--- config.mk ---
export PLATFORM = sky130hd
export DESIGN_NAME = mem_xfer_unit
export DESIGN_NICKNAME = d
export VERILOG_FILES = /design/src/rtl/mem_xfer_unit.sv
export SDC_FILE = /design/constraint.sdc
export NUM_CORES = 1
export LEC_CHECK = 0
export ABC_AREA = 1
export ABC_CLOCK_PERIOD_IN_PS = 4100
export CAP_MARGIN = 10
export CORE_MARGIN = 10
export CORE_UTILIZATION = 35
export CTS_BUF_LIST = sky130_fd_sc_hd__clkbuf_4
export DETAILED_ROUTE_END_ITERATION = 16
export SLEW_MARGIN = 25
export SYNTH_ARGS = -nofsm -noshare
export SYNTH_HDL_FRONTEND = slang
export SYNTH_SLANG_ARGS = --single-unit
--- constraint.sdc ---
create_clock -name clk -period 4.1 [get_ports clk]
set_clock_uncertainty 0.15 [all_clocks]
set_input_delay 0.41 -clock clk [delete_from_list [all_inputs] [get_ports clk]]
set_output_delay 0.41 -clock clk [all_outputs]
set_load 0.005 [all_outputs]
--- src/rtl/mem_xfer_unit.sv ---
// mem_xfer_unit: moves one cache line between a latched line buffer and word-wide
// memory, one acknowledged beat at a time, with a one-cycle gap between beats.
module mem_xfer_unit #(
   parameter int DATA_W     = 16,
   parameter int ADDR_W     = 16,
   parameter int LINE_WORDS = 4,
   parameter int BEAT_W     = 2
) (
   input  logic                         clk,
   input  logic                         rst,
   input  logic                         mem_enable,
   input  logic                         rd_wrt_mem,
   input  logic [ADDR_W-1:0]            line_addr,
   input  logic [LINE_WORDS*DATA_W-1:0] wb_data,
   output logic [LINE_WORDS*DATA_W-1:0] fill_data,
   output logic                         done_mem,
   output logic                         busy,
   output logic                         m_req,
   output logic                         m_we,
   output logic [ADDR_W-1:0]            m_addr,
   output logic [DATA_W-1:0]            m_wdata,
   input  logic [DATA_W-1:0]            m_rdata,
   input  logic                         m_ack
);
   typedef enum logic [1:0] {IDLE, BEAT, NEXT, DONE} state_t;
   state_t                       state_q, state_d;
   logic [BEAT_W-1:0]            beat_q, beat_d;
   logic                         mode_q, mode_d;
   logic [ADDR_W-1:0]            base_q, base_d;
   logic [LINE_WORDS*DATA_W-1:0] buf_q, buf_d, fill_q, fill_d;
   logic                         last;
   logic                         req_d, we_d;
   logic [ADDR_W-1:0]            addr_d;
   logic [DATA_W-1:0]            wdata_d;
   logic                         req_q, we_q, done_q, busy_q;
   logic [ADDR_W-1:0]            addr_q;
   logic [DATA_W-1:0]            wdata_q;
   assign last = beat_q == BEAT_W'(LINE_WORDS - 1);
   always_comb begin
      state_d = state_q;
      beat_d  = beat_q;
      mode_d  = mode_q;
      base_d  = base_q;
      buf_d   = buf_q;
      fill_d  = fill_q;
      case (state_q)
         IDLE: if (mem_enable) begin
            state_d = BEAT;
            beat_d  = '0;
            mode_d  = rd_wrt_mem;
            base_d  = {line_addr[ADDR_W-1:BEAT_W], {BEAT_W{1'b0}}};
            buf_d   = wb_data;
         end
         BEAT: if (m_ack) begin
            if (mode_q) fill_d[int'(beat_q)*DATA_W +: DATA_W] = m_rdata;
            state_d = last ? DONE : NEXT;
            beat_d  = last ? beat_q : beat_q + 1'b1;
         end
         NEXT:    state_d = BEAT;
         default: state_d = IDLE;
      endcase
   end
   // Bus outputs are registered from the next-state values so they track the state register exactly.
   assign req_d   = state_d == BEAT;
   assign we_d    = req_d & ~mode_d;
   assign addr_d  = req_d ? (base_d | ADDR_W'(beat_d)) : '0;
   assign wdata_d = we_d ? buf_d[int'(beat_d)*DATA_W +: DATA_W] : '0;
   always_ff @(posedge clk or negedge rst) begin
      if (!rst) begin
         state_q <= IDLE;
         beat_q  <= '0;
         mode_q  <= 1'b0;
         base_q  <= '0;
         buf_q   <= '0;
         fill_q  <= '0;
         req_q   <= 1'b0;
         we_q    <= 1'b0;
         addr_q  <= '0;
         wdata_q <= '0;
         done_q  <= 1'b0;
         busy_q  <= 1'b0;
      end else begin
         state_q <= state_d;
         beat_q  <= beat_d;
         mode_q  <= mode_d;
         base_q  <= base_d;
         buf_q   <= buf_d;
         fill_q  <= fill_d;
         req_q   <= req_d;
         we_q    <= we_d;
         addr_q  <= addr_d;
         wdata_q <= wdata_d;
         done_q  <= state_d == DONE;
         busy_q  <= state_d != IDLE;
      end
   end
   assign fill_data = fill_q;
   assign done_mem  = done_q;
   assign busy      = busy_q;
   assign m_req     = req_q;
   assign m_we      = we_q;
   assign m_addr    = addr_q;
   assign m_wdata   = wdata_q;
endmodule

==> results.md <==
* Top FF cell, synth: dfrtp_1
* Yosys warning count at 0
* Netlist cell types at 26
* CP arrival at 3530 ps
* Die height at 171 µm
* Pre-antenna DRT Iters at 4
* Hold Path Class: in -> reg
* Area growth, synth to finish at 31.1%
* GRT Overall Usage at 15.8%
* Synth top area share at 58.3%
* Setup slack after layout at 893 ps
* Via/cell ratio at 4.73
* Largest net degree at the start of global routing at 98
* Post-route ant nets at 0
* Die Wd at 171 µm
* Post-Syn Nets at 1008
* CTS Buf Count at 17
* Power Density at 664 mW/mm²
* Area after DPL at 0.0100 mm²
* Mapped Area at 0.00794 mm²
* Fillers at 2241
* Critical Path Max Stage Delay at 800 ps
* Multi-input logic area at 0.00282 mm²
* Synth area leaders: dfrtp_1 58%, nand2_1 14%, nand3_1 6.2%, o21ai_0 4.4%, nor2_1 2.6%
* Hpwl dp at 16.1 mm
* GPL Wtd Cong at 0.803
* DRC violations left at 0
* Post-synth EDFFs at 0
* Fraction of layout cells with a size suffix above 1 at 6.84%
* RSZ-0062 raised after global routing: no
* WP buf/inv at 3
* Setup CP Type: reg -> reg
* Async S/R FF share, synth at 100%
* Latest clock arrival within the worst-skew pair at 580 ps
* Count leader, synth: nand2_1
* Worst-margin pin slew at 869 ps
* WP data required at 4420 ps
* # hold bufs at CTS at 1
* Leakage power at 5.21 nW
* Drt wl/cell at 16.8 µm
* CP max FO at 32
* Vias at 6475
* Commonest cells post-synth: 301 x nand2_1, 185 x dfrtp_1, 98 x nand3_1
* CTS Buffer Depth at 2
* Worst slew margin at 42.0%
* Initial antenna violation count at 2
* Register area at 0.00463 mm²
* Place WS at 771 ps
* CP cell instances: buf_4 > inv_1 > ha_1 > nand3_1 > nand3_1 > inv_1 > nand2_1 > nor2_1 > nor2_1
* Cts repair resizes at 0
* CTS tree: built
* Final Critical Period at 3210 ps
* H-tree Lvls at 4
* Initial Utilization at 35.3%
* Cell taking the most area after synthesis: dfrtp_1
* VDD IR-drop max at 345 µV
* Worst Hold Margin at 209 ps
* Setup bufs post-CTS at 0
* Fin crit share at 78.2%
* DRT iter0 DRCs at 619
* Synth Area per Inst at 8.82 µm²
* CTS Sinks at 185
* NumNets Final at 1179
* Seq/Total Area, Yosys at 58.3%
* Vias in the first global route at 6497
* Post-Syn Instances at 900
* Run status: complete, no violations
* Setup Total Neg Slack at 0 ps
* Flops & latches, synth at 185
* Max stage delay cell, worst path: inv_1
* Die area at 0.0291 mm²
* Drt total wl at 23.0 mm
* # IOs at 201
* Rows at 55
* Core Area at 0.0225 mm²
* Worst Setup Start Kind: flop
* Final setup fails at 0
* Max Clock Freq at 312 MHz
* Cell family with most CP delay: buffers and inverters
* Clock-pin slew on the worst setup and hold paths at 160 ps
* Root Driver: clkbuf_4
* Final non-filler cell area at 0.0104 mm²
* First-pass GRT wire length at 36.3 mm
* IO buf count at 198
* Overflow after GRT at 0
* Setup crit end kind: flop
* Max-slew violation count at 0
* Number of max-cap violations at 0
* Final Hold Vio Count at 0
## placed cells by master (no fill, tap or decap), drive strengths merged
| master | synthesis | final |
|---|---|---|
| nand3 | 101 | 101 |
| o21ai | 85 | 85 |
| nor3 | 2 | 2 |
| nand4 | 32 | 32 |
| or2 | 15 | 15 |
| buf | 31 | 7 |
| clkinv | 0 | 2 |
| a21oi | 1 | 1 |
| nor2 | 61 | 61 |
| dfrtp | 185 | 185 |
| dlygate4sd3 | 0 | 1 |
| ha | 7 | 7 |
| diode | 0 | 1 |
| clkinvlp | 0 | 1 |
| bufinv | 0 | 5 |
| nand2 | 307 | 307 |
| clkdlybuf4s50 | 0 | 197 |
| inv | 50 | 55 |
| clkbuf | 23 | 18 |
## state kept, by name (all words and copies together), names as in the netlist, 2 cells and up
signal	count
m_wdata	16
base_q	16
m_addr	16
beat_q	2
fill_data	64
buf_q	64
state_q	2
## stage by stage
step / utilization (%) / std cells / total power, mW
floorplan: - / 900 / 4.57
global placement: 44.6 / 1336 / 5.74
detailed placement: 44.6 / 1336 / 5.78
CTS: 46.2 / 1367 / 6.99
global route: 46.2 / 1368 / 7.49
finish: 46.2 / 1368 / 6.91
## final timing paths
check                            startpoint           end  slack, ps  depth (start not counted)
max in group asynchronous               rst     buf_q[50]       2500                          3
worst max register to register    beat_q[0]   m_wdata[15]        890                          9
min in group asynchronous               rst  fill_data[9]        260                          2
worst max-delay path              beat_q[0]   m_wdata[15]        890                          9
worst min register to register    base_q[1]     base_q[1]        330                          2
worst min-delay path            wb_data[40]     buf_q[40]        210                          3
## power breakdown
| group | internal, mW | switching [mW] |
|---|---|---|
| Clock | 0.550 | 0.659 |
| Sequential | 2.47 | 0.229 |
| Combinational | 1.15 | 1.84 |
| Total | 4.18 | 2.73 |
## cells by family after synthesis
family / count (synthesis) / share of synthesized area [%]
buffers and inverters: 104 / 6.18
DFF: 185 / 58.3
adders and majority gates: 7 / 1.10
AOI/OAI and AO/OA: 86 / 5.47
and+or+nand+nor: 518 / 28.9
## worst register-to-register path, cell delays in order, from the launching register on
cell     delay [ps]
dfrtp_1         350
buf_4           330
inv_1           300
ha_1            340
nand3_1         100
nand3_1         450
inv_1           800
nand2_1         110
nor2_1          110
nor2_1           50
## layer usage
metal | GRT usage (%) | vias up | wire length, µm
li1 | - | 3242 | -
met1 | 21.5 | 3041 | 10700
met2 | 23.8 | 170 | 10400
met3 | 4.93 | 20 | 1640
met4 | 4.00 | 2 | 255
met5 | 0 | - | 13
## final cells by class
| cell class | instances | share of cell area, % |
|---|---|---|
| diodes | 1 | 0.0241 |
| clock buffers | 17 | 1.23 |
| clock inverters | 13 | 2.07 |
| inverters | 50 | 1.80 |
| multi-input cells | 611 | 27.1 |
| flip-flops and latches | 185 | 44.5 |
| well taps | 285 | 3.43 |
| repair buffers | 206 | 19.8 |
Power figures use the tool's default switching activity.
